[config.mk]
export PLATFORM = sky130hd
export DESIGN_NAME = store_align_unit
export DESIGN_NICKNAME = d
export VERILOG_FILES = /design/src/rtl/store_align_unit_pkg.sv /design/src/rtl/store_lane_gen.sv /design/src/rtl/store_align_unit.sv
export SDC_FILE = /design/constraint.sdc
export NUM_CORES = 1
export LEC_CHECK = 0
export ABC_AREA = 1
export CELL_PAD_IN_SITES_DETAIL_PLACEMENT = 2
export CELL_PAD_IN_SITES_GLOBAL_PLACEMENT = 2
export CORE_ASPECT_RATIO = 0.6
export CORE_MARGIN = 4
export CORE_UTILIZATION = 23
export DETAILED_ROUTE_END_ITERATION = 8
export PLACE_DENSITY = 0.75
export SLEW_MARGIN = 20
export SYNTH_ARGS = -nofsm -noshare
export SYNTH_HDL_FRONTEND = slang
export SYNTH_SLANG_ARGS = --single-unit
[constraint.sdc]
create_clock -name CLK -period 1.4 [get_ports CLK]
set_input_delay 0.28 -clock CLK [delete_from_list [all_inputs] [get_ports CLK]]
set_output_delay 0.28 -clock CLK [all_outputs]
set_load 0.1 [all_outputs]
[src/rtl/store_align_unit_pkg.sv]
// rtl/store_align_unit_pkg.sv - store type codes and FSM state encoding
package store_align_unit_pkg;

  localparam logic [1:0] ST_SB  = 2'b00;
  localparam logic [1:0] ST_SH  = 2'b01;
  localparam logic [1:0] ST_SW  = 2'b10;
  localparam logic [1:0] ST_BAD = 2'b11;

  typedef enum logic [1:0] {
    IDLE  = 2'b00,
    BEAT1 = 2'b01,
    BEAT2 = 2'b10
  } state_e;

endpackage

[src/rtl/store_lane_gen.sv]
// rtl/store_lane_gen.sv - byte-enable mask and lane-shifted data for one store
module store_lane_gen
  import store_align_unit_pkg::*;
(
  input  logic [1:0]  off_i,
  input  logic [1:0]  type_i,
  input  logic [31:0] data_i,
  output logic [7:0]  mask_o,
  output logic [63:0] data_o,
  output logic        span_o
);

  logic [7:0] base;

  always_comb begin
    base = 8'h00;
    case (type_i)
      ST_SB:   base = 8'h01;
      ST_SH:   base = 8'h03;
      ST_SW:   base = 8'h0F;
      default: base = 8'h00;
    endcase
    mask_o = base << off_i;
    data_o = {32'b0, data_i} << {off_i, 3'b000};
    span_o = |mask_o[7:4];
  end

endmodule

[src/rtl/store_align_unit.sv]
// rtl/store_align_unit.sv - splits byte-addressed stores into word writes with byte enables
module store_align_unit
  import store_align_unit_pkg::*;
(
  input  logic        CLK,
  input  logic        RST_N,
  input  logic        ReqValid,
  output logic        ReqReady,
  input  logic [31:0] ReqAddr,
  input  logic [31:0] ReqData,
  input  logic [1:0]  ReqType,
  output logic        MemValid,
  input  logic        MemReady,
  output logic [31:0] MemAddr,
  output logic [3:0]  MemWE,
  output logic [31:0] MemWD,
  output logic        Done
);

  state_e      state_q, state_d;
  logic        valid_q, valid_d;
  logic [31:0] addr_q, addr_d;
  logic [3:0]  we_q, we_d;
  logic [31:0] wd_q, wd_d;
  logic        done_q, done_d;
  logic [3:0]  hi_we_q, hi_we_d;
  logic [31:0] hi_wd_q, hi_wd_d;
  logic        span_q, span_d;

  logic [7:0]  lane_mask;
  logic [63:0] lane_data;
  logic        lane_span;
  logic        accept;

  store_lane_gen u_lane (
    .off_i  (ReqAddr[1:0]),
    .type_i (ReqType),
    .data_i (ReqData),
    .mask_o (lane_mask),
    .data_o (lane_data),
    .span_o (lane_span)
  );

  assign ReqReady = (state_q == IDLE) && RST_N;
  assign accept   = ReqValid && ReqReady;

  // Beat 1 is loaded straight from the lane generator at accept; the upper half is parked for beat 2.
  always_comb begin
    state_d = state_q;
    valid_d = valid_q;
    addr_d  = addr_q;
    we_d    = we_q;
    wd_d    = wd_q;
    done_d  = 1'b0;
    hi_we_d = hi_we_q;
    hi_wd_d = hi_wd_q;
    span_d  = span_q;
    case (state_q)
      IDLE: begin
        if (accept) begin
          if (ReqType == ST_BAD) begin
            done_d = 1'b1;
          end else begin
            state_d = BEAT1;
            valid_d = 1'b1;
            addr_d  = {ReqAddr[31:2], 2'b00};
            we_d    = lane_mask[3:0];
            wd_d    = lane_data[31:0];
            hi_we_d = lane_mask[7:4];
            hi_wd_d = lane_data[63:32];
            span_d  = lane_span;
          end
        end
      end
      BEAT1: begin
        if (MemReady) begin
          if (span_q) begin
            state_d = BEAT2;
            addr_d  = addr_q + 32'd4;
            we_d    = hi_we_q;
            wd_d    = hi_wd_q;
          end else begin
            state_d = IDLE;
            valid_d = 1'b0;
            we_d    = 4'b0000;
            done_d  = 1'b1;
          end
        end
      end
      BEAT2: begin
        if (MemReady) begin
          state_d = IDLE;
          valid_d = 1'b0;
          we_d    = 4'b0000;
          done_d  = 1'b1;
        end
      end
      default: begin
        state_d = IDLE;
        valid_d = 1'b0;
        we_d    = 4'b0000;
      end
    endcase
  end

  always_ff @(posedge CLK) begin
    if (!RST_N) begin
      state_q <= IDLE;
      valid_q <= 1'b0;
      addr_q  <= 32'd0;
      we_q    <= 4'b0000;
      wd_q    <= 32'd0;
      done_q  <= 1'b0;
      hi_we_q <= 4'b0000;
      hi_wd_q <= 32'd0;
      span_q  <= 1'b0;
    end else begin
      state_q <= state_d;
      valid_q <= valid_d;
      addr_q  <= addr_d;
      we_q    <= we_d;
      wd_q    <= wd_d;
      done_q  <= done_d;
      hi_we_q <= hi_we_d;
      hi_wd_q <= hi_wd_d;
      span_q  <= span_d;
    end
  end

  assign MemValid = valid_q;
  assign MemAddr  = addr_q;
  assign MemWE    = we_q;
  assign MemWD    = wd_q;
  assign Done     = done_q;

endmodule

Word-level counts from Yosys, hierarchy flattened

Cells that the tools add are included.

Register bits after elaboration: 109
Bits of input ports: 70
Output and inout bits: 71
Logic and storage cells: 69

Add/subtract/negate cells: 1
Equal/unequal tests: 11
Shift-type cells: 2
Muxes and demuxes: 35
Bitwise operators: 1
Reductions and logical operators: 10

Operator list:

| operator                                       | number |
|---|---|
| two-way mux 32 bit                             | 8 |
| case mux 32 bit (2 select lines)               | 2 |
| << shifter 32 x 5 -> 64 bit                    | 1 |
| adder 32 x 3 -> 32 bit (second input constant) | 1 |
| case mux 4 bit (3 select lines)                | 2 |
| two-way mux 4 bit                              | 5 |
| != test 2 bit (second input constant)          | 6 |
| two-way mux 1 bit                              | 10 |
| two-way mux 2 bit                              | 5 |
| AND reduction 5 bit                            | 2 |
| << shifter 4 x 2 -> 8 bit                      | 1 |
| == test 2 bit (second input constant)          | 3 |
| case mux 1 bit (3 select lines)                | 2 |
| case mux 2 bit (3 select lines)                | 1 |
| == test 2 x 1 -> 1 bit (second input constant) | 2 |
| logical NOT 2 bit                              | 2 |
| AND reduction 4 bit                            | 1 |
| OR reduction 4 bit                             | 1 |
| AND reduction 3 bit                            | 1 |
| logical AND 1 bit                              | 2 |
| nonzero test 2 bit                             | 1 |
| inverter 1 bit                                 | 1 |

Longest topological paths before layout

Gate-level depths: netlist (run 1).

Depth after elaboration: 6
Mapped depth: 11
Gate-level depth less buffers: 10

Hierarchy

Synthesis (run 1) repeated with hierarchy kept, for this count alone.

Cells, all modules: 1,068
Area, all modules: 6,477.5 µm²

By module, submodules not included:

| module           | instances | cells an instance | area an instance (µm²) | sequential area each (µm²) |
|---|---|---|---|---|
| store_align_unit | 1         | 822               | 5,338.9                | 2,142.1 |
| store_lane_gen   | 1         | 246               | 1,138.6                | 0.0 |

Worst setup path before layout (run 1)

Ideal clock, no wire load.

Path type: reg-to-reg
Start point: register state_q[0]
End point: register done_q, in the netlist Done
Data arrival time: 2.844 ns
Required time: 1.326 ns
Slack: -1.518 ns
Cell stages (with the launch flop): 4
Buffers on the path: 0
Clock period less this slack: 2.918 ns
Path through: dfxtp_1 nor3_1 nand3_1 a31oi_1

Longest elaborated chain between the ends: 5

Ends and longest elaborated chain:

| what                            | line                    | RTL |
|---|---|---|
| start: declaration              | store_align_unit.sv:20  | `state_e state_q, state_d;` |
| start signal: assignment        | store_align_unit.sv:118 | `state_q <= state_d;` |
| logical NOT 2 bit               | store_align_unit.sv:44  | `assign ReqReady = (state_q == IDLE) && RST_N;` |
| logical AND 1 bit               | store_align_unit.sv:44  |  |
| named net ReqReady              | store_align_unit.sv:8   | `output logic ReqReady,` |
| logical AND 1 bit               | store_align_unit.sv:45  | `assign accept = ReqValid && ReqReady;` |
| two-way mux 1 bit               | store_align_unit.sv:60  | `if (accept) begin` |
| case mux 1 bit (3 select lines) | store_align_unit.sv:58  | `case (state_q)` |
| end signal: assignment          | store_align_unit.sv:123 | `done_q <= done_d;` |
| end: declaration                | store_align_unit.sv:25  | `logic done_q, done_d;` |

The timed path passes the listed nets, and every way through them passes these cells.
A chain may end at the register's enable or synchronous reset.

Worst setup path after layout (run 1)

Start point: input port ReqAddr[1]
End point: register we_q[0], in the netlist MemWE[0]

Longest elaborated chain between the ends: 4

Ends and longest elaborated chain:

| what                            | line                    | RTL |
|---|---|---|
| start: declaration              | store_align_unit.sv:9   | `input logic [31:0] ReqAddr,` |
| << shifter 4 x 2 -> 8 bit       | store_lane_gen.sv:23    | `mask_o = base << off_i;` |
| two-way mux 4 bit               | store_align_unit.sv:61  | `if (ReqType == ST_BAD) begin` |
| two-way mux 4 bit               | store_align_unit.sv:60  |  |
| case mux 4 bit (3 select lines) | store_align_unit.sv:58  |  |
| end signal: assignment          | store_align_unit.sv:121 | `we_q <= we_d;` |
| end: declaration                | store_align_unit.sv:23  | `logic [3:0] we_q, we_d;` |

Every way passes these cells. The select of a mux whose other input is x is not followed.

==> results of run 1 <==
[registers in the layout (all words and copies together), names as in the netlist]
signal / count
MemAddr: 30
state_q: 2
Done: 1
MemWE: 4
hi_wd_q: 24
hi_we_q: 3
MemWD: 32
span_q: 1
MemValid: 1
[worst max-delay path, cell delays in order]
cell and delay [ns]:
clkdlybuf4s50_1 0.52, inv_1 0.22, buf_4 0.25, nand2_1 0.20
o22ai_1 0.30, nand2_1 0.13, a21oi_1 0.21
[how the worst max path moves through the flow]
stage | cells past startpoint | slack [ns] | startpoint | end
2_1_floorplan | 10 | -0.24 | MemAddr[3] | MemAddr[16]
3_3_place_gp | 7 | -0.49 | ReqType[0] | hi_wd_q[12]
3_5_place_dp | 8 | -0.58 | ReqType[0] | MemWD[0]
4_1_cts | 3 | -0.18 | state_q[0] | ReqReady
5_1_grt | 8 | -0.36 | state_q[0] | span_q
6_report | 7 | -0.41 | ReqAddr[1] | MemWE[0]
[final cells by class]
class                   count  share of cell area
repair buffers            317               0.366
multi-input cells         644               0.356
flip-flops and latches     98               0.190
well taps                 315              0.0362
clock buffers              13              0.0259
inverters                  57              0.0222
clock inverters             3             0.00402
[cell families (layout without fill, tap and decap cells)]
group           Yosys count  after routing  share of synthesized area
buf+inv                 113            390                     0.0881
flops                    98             98                      0.361
mux                       6              6                     0.0110
simple gates            409            409                      0.308
compound gates          223            223                      0.223
other cells               1              2                   0.000689
fa+ha+maj                 4              4                    0.00920
[Yosys cell counts]
cell type | number | area [um^2]
nor2_4 | 1 | 11.3
conb_1 | 1 | 3.75
or2_2 | 1 | 6.26
a31oi_1 | 10 | 62.6
and2_1 | 1 | 6.26
o21a_1 | 2 | 15.0
o31ai_1 | 4 | 30.0
nor2_2 | 2 | 12.5
a21oi_2 | 1 | 8.76
mux2i_1 | 6 | 60.1
ha_1 | 4 | 50.1
o21ai_1 | 26 | 130
nor2_1 | 134 | 503
nand4_4 | 1 | 21.3
a211oi_1 | 3 | 22.5
nand2_2 | 1 | 6.26
inv_2 | 3 | 11.3
o21ai_0 | 81 | 405
nand2_1 | 194 | 728
o221ai_1 | 3 | 26.3
clkbuf_1 | 23 | 86.3
a22oi_1 | 3 | 22.5
o22ai_1 | 14 | 87.6
buf_4 | 7 | 52.6
nor3_1 | 2 | 10.0
nand4_1 | 8 | 50.1
a21oi_1 | 72 | 360
nand3_1 | 64 | 320
buf_2 | 23 | 115
clkinv_1 | 1 | 3.75
o211a_1 | 4 | 40.0
dfxtp_1 | 98 | 1960
buf_1 | 3 | 11.3
inv_1 | 53 | 199
[through the flow]
step / TNS [ns] / cell area (um^2) / hold slack (ns) / std cells / util
2_1_floorplan: -2.87 / 5610 / 0.424 / 855 / -
6_report: -19.16 / 10900 / 0.441 / 1447 / 0.469
3_3_place_gp: -42.23 / 9030 / 0.439 / 1397 / 0.389
5_1_grt: -25.19 / 10900 / 0.463 / 1447 / 0.469
4_1_cts: -5.69 / 9740 / 0.380 / 1420 / 0.420
3_5_place_dp: -48.56 / 9030 / 0.450 / 1397 / 0.389
[power groups by stage]
stage	clock network [mW]	logic [mW]	registers, mW
2_1_floorplan	0	1.39	5.93
3_3_place_gp	0	6.45	3.69
3_5_place_dp	0	6.58	3.71
4_1_cts	2.88	6.80	3.67
5_1_grt	3.03	8.38	3.78
6_report	2.90	8.15	3.75
[layer usage]
metal / global-route usage / vias to the layer above / wire (um)
met3: 0.0348 / 69 / 2060
met1: 0.316 / 3943 / 18000
li1: - / 3397 / -
met4: 0.0457 / 0 / 1110
met5: 0 / - / 0
met2: 0.348 / 289 / 17600
[repair_timing]
item	CTS	global route
resized for setup	84	216
cloned	2	16
pin swaps	14	41
setup endpoints to repair	98	94
setup buffers	5	13
==> key figures, run 1 <==
Placed design
  – Port buffer count: 138
  – RD Place Congestion: 0.842
  – Dpl ws: -0.584 ns
  – HPWL after DPL: 21,300 um

Timing
  – RSZ-0062 raised after global routing: true
  – Setup ws final: -0.411 ns
  – Fmax: 552 MHz
  – Post-layout minimum cycle time: 1.81 ns
  – Worst Clk Skew: 0.0192 ns
  – Max-slew violation count: 0
  – Final setup fails: 99
  – Rel. slew slack: 0.640
  – Slew @ Worst Pin: 0.534 ns
  – Period utilization: 1.29
  – Final Hold Viols: 0

Power
  – Pwr Total: 14.8 mW
  – Pwr Density: 1360 nW/um^2
  – Maximum vdd drop: 0.000713 V
  – Combinational power share: 0.551
  – Net Switching: 6.89 mW
  – Sw frac: 0.466
  – Internal: 7.90 mW
  – Clock share of power: 0.196
  – Register share of total power: 0.253
  – Pleak: 4.23 nW

Yosys
  – Post-Synthesis Cells: 854
  – Average cell area after synthesis: 6.37 um^2
  – Synthesized area: 5440 um^2
  – Ys Warns: 0
  – #FFs+latches synth: 98
  – Post-synthesis sequential area ratio: 0.361
  – Post-synthesis cell type count: 34

Route
  – Pre-antenna DRT Iters: 5
  – Antenna viol nets, final: 0
  – Post-DR vias/cell: 5.32
  – Routed via count: 7,698
  – DRC: 0
  – WL final: 38,800 um
  – Starting DRC count in detailed routing: 497
  – Post-DR wirelength/cell: 26.8 um

Global routing
  – Global Route Usage Sum: 0.219
  – Initial antenna violation count: 0
  – Global-route wire length before repair: 45,000 um
  – Grt ovf: 0
  – Vias in the first global route: 7,733
  – Pin count of the biggest net entering global routing: 50

Setup path
  – Reg2Reg Depth: 8
  – Critical path class: in -> reg
  – FF-to-FF Start: state_q[0]
  – CP Launch Type: input pin
  – Crit. End Element: register
  – CP arrival: 2.11 ns
  – Critical Path Fanout Max: 11
  – Worst path required time: 1.70 ns
  – Internal reg-to-reg setup slack: -0.31 ns
  – Worst flop-to-flop path endpoint: span_q

Clock network
  – H-tree level count: 3
  – Clk root buf: clkbuf_16
  – Max Buffers Root-to-Sink: 2
  – Hold bufs inserted after CTS: 0
  – CTS tree: yes
  – Skew-Pair Late Insertion Delay: 0.38 ns
  – CTS Buf Count: 9
  – CTS sink count: 98
  – Clock Pin Slew Worst Setup and Hold Paths: 0.09 ns

Hold path
  – Hold depth: 4
  – HP Class: in -> reg
  – Hold endpoint: hi_wd_q[7]
  – Hold Crit Start: ReqAddr[0]

Die
  – Die Height: 127 um
  – Initial Utilization: 0.235
  – Die area: 26,300 um^2
  – Io pins: 141
  – CORE AREA: 23,200 um^2
  – Die width: 207 um
  – Row cnt: 43

Final layout
  – # diodes: 0
  – Synth-to-layout area growth: 100%
  – # fillers: 2,442
  – Final net count: 1,201
  – Most frequent cells in the layout: nand2_1, buf_4, nor2_1
  – Register area: 2060 um^2
  – Multi-input logic area: 3870 um^2
  – Most common cell after layout, fill and taps aside: nand2_1
  – Share of cells above drive strength 1: 0.426

Outcome
  – Failing checks: setup timing
  – Outcome: finished with violations

Run
  – Max-cap viol count: 0
Note: power is estimated with default switching activity, not from simulation.
==> run 2, diff against run 1 <==
- CORE_MARGIN: 4 -> 2
==> run 2 against run 1 <==
The flow still finishes with violations (setup timing). Via count is 2.0% higher. Cell area increased by 2.6%. Fmax grew 5.2%. Cell count is 0.90% higher. Hold slack worse by 0.052 ns. Utilization up 1.2 points. Sequential power hardly changed. Flip-flop and latch count unchanged. Non-clock buffer count rose by 13. Critical endpoint is now hi_wd_q[5]. Highest routed layer unchanged.
==> key figures, run 2 (same netlist as run 1, synthesis figures left out) <==
Power
  – Pleak: 4.29 nW (+1.4%)
  – Maximum vdd drop: 0.000795 V (+11%)
  – Pwr Density: 1330 nW/um^2 (-2.1%)
  – Pwr Total: 14.9 mW (+0.42%)

Die
  – Io pins: 141 (unchanged)
  – Die area: 24,900 um^2 (-5.0%)
  – Row cnt: 43 (unchanged)
  – Initial Utilization: 0.235 (unchanged)
  – Die Height: 123 um (-3.1%)
  – CORE AREA: 23,200 um^2 (unchanged)
  – Die width: 203 um (-1.9%)

Final layout
  – Most common cell after layout, fill and taps aside: nand2_1
  – Share of cells above drive strength 1: 0.469 (+0.0432)
  – # fillers: 2,471 (+1.2%)
  – Largest register FFs: 32 (unchanged)
  – Synth-to-layout area growth: 105%
  – Most frequent cells in the layout: nand2_1, buf_4, buf_12
  – Final Cell Area: 11,200 um^2 (+2.6%)
  – Layout Cells excl Fill: 1,460 (+0.90%)
  – Final net count: 1,214 (+1.1%)
  – # diodes: 0 (unchanged)
  – Fin util: 0.482 (+0.0122)
  – Multi-input logic area: 4120 um^2 (+6.5%)
  – Register area: 2060 um^2 (about the same)

Setup path
  – Critical Path Fanout Max: 7 (-4)
  – Internal reg-to-reg setup slack: -0.32 ns (about the same)
  – Crit. End Element: register
  – Worst path required time: 1.68 ns (-0.02 ns)
  – Reg2Reg Depth: 8 (unchanged)
  – CP Launch Type: register
  – CP arrival: 2.00 ns (-0.11 ns)
  – Critical path class: reg -> reg

Clock network
  – CTS sink count: 98 (unchanged)
  – Clk root buf: clkbuf_16
  – CTS Buf Count: 9 (unchanged)
  – H-tree level count: 3 (unchanged)
  – Clock Pin Slew Worst Setup and Hold Paths: 0.08 ns (about the same)
  – CTS tree: yes
  – Skew-Pair Late Insertion Delay: 0.38 ns (about the same)
  – Hold bufs inserted after CTS: 0 (unchanged)
  – Max Buffers Root-to-Sink: 2 (unchanged)

Route
  – Antenna viol nets, final: 0 (unchanged)
  – Post-DR vias/cell: 5.38 (+1.1%)
  – DRC: 0 (unchanged)
  – Starting DRC count in detailed routing: 568 (+14%)
  – Pre-antenna DRT Iters: 5 (unchanged)
  – Routed via count: 7,851 (+2.0%)
  – Post-DR wirelength/cell: 27.5 um (+2.5%)
  – WL final: 40,100 um (+3.4%)

Global routing
  – Vias in the first global route: 7,969 (+3.1%)
  – Global Route Usage Sum: 0.260 (+0.0405)
  – Global-route wire length before repair: 48,500 um (+7.8%)
  – Initial antenna violation count: 0 (unchanged)
  – Pin count of the biggest net entering global routing: 51 (+2.0%)
  – Grt ovf: 0 (unchanged)

Run
  – Max-cap viol count: 0 (unchanged)

Outcome
  – Outcome: finished with violations
  – Failing checks: setup timing

Timing
  – Period utilization: 1.23 (-0.0635)
  – RSZ-0062 raised after global routing: true
  – Final setup fails: 100 (+1.0%)
  – Post-layout minimum cycle time: 1.72 ns (-0.0890 ns)
  – Setup ws final: -0.322 ns (+0.0890 ns)
  – Worst Clk Skew: 0.00691 ns (-0.0123 ns)
  – Fmax: 581 MHz (+5.2%)
  – Setup TNS Final: -19.59 ns (-0.432 ns)
  – Final Hold Viols: 0 (unchanged)
  – WHS: 0.389 ns (-0.0518 ns)
  – Slew @ Worst Pin: 0.533 ns (-0.000982 ns)
  – Max-slew violation count: 0 (unchanged)
  – Rel. slew slack: 0.641 (+0.000661)

Placed design
  – Port buffer count: 138 (unchanged)
  – HPWL after DPL: 21,400 um (+0.45%)
  – Dpl ws: -0.792 ns (-0.208 ns)
  – Cells after DPL: 1,394 (-0.21%)
  – RD Place Congestion: 0.819 (-2.8%)
  – DP Area: 9020 um^2 (-0.11%)

Hold path
  – Hold depth: 4 (unchanged)
  – HP Class: in -> reg
run 2: cell count changes in the layout (fill, tap and decap cells not counted), sizes merged:
cell      previous run  this run
bufbuf               2         0
clkinvlp             0         1
clkinv               4         6
buf                237       257
inv                 55        54
clkbuf              24        17
run 2: final cells by class:
class                      instances  share of cell area
tap                              315              0.0353
clock inverter                     5             0.00504
timing repair buffer             330               0.364
multi-input combinational        644               0.369
inverter                          57              0.0211
clock buffer                      11              0.0208
sequential                        98               0.185
run 2: final timing paths:
check               from     endpoint
max           state_q[1]   hi_wd_q[5]
min reg2reg  hi_wd_q[21]  hi_wd_q[21]
max reg2reg   state_q[1]   hi_wd_q[5]
min                RST_N    MemWD[24]
run 2: power by group:
part           switching [mW]  total [mW]  internal [mW]
sequential              0.548        3.77           3.22
combinational            5.18        8.40           3.23
clock                    1.29        2.68           1.39
run 2: metal layers:
metal,vias to the layer above,GRT usage,share of wire
met5,-,0,0
met4,0,0.0753,0.026
met3,88,0.0622,0.059
met2,325,0.419,0.47
met1,4026,0.347,0.44
li1,3412,-,-
run 2: worst max-delay path, cell delays in order (launching register included):
cell       delay, ns
dfxtp_4         0.37
nor2_4          0.15
nand3_4         0.10
buf_6           0.13
nor2_4          0.15
buf_6           0.16
clkbuf_16       0.17
o21ai_1         0.09
a31oi_1         0.28
run 2: timing repair:
item / CTS / global route
endpoints found under the setup margin: 98 / 100
gates resized for setup: 195 / 180
cloned: 9 / 8
pin swaps: 24 / 43
buffers inserted: 10 / 26
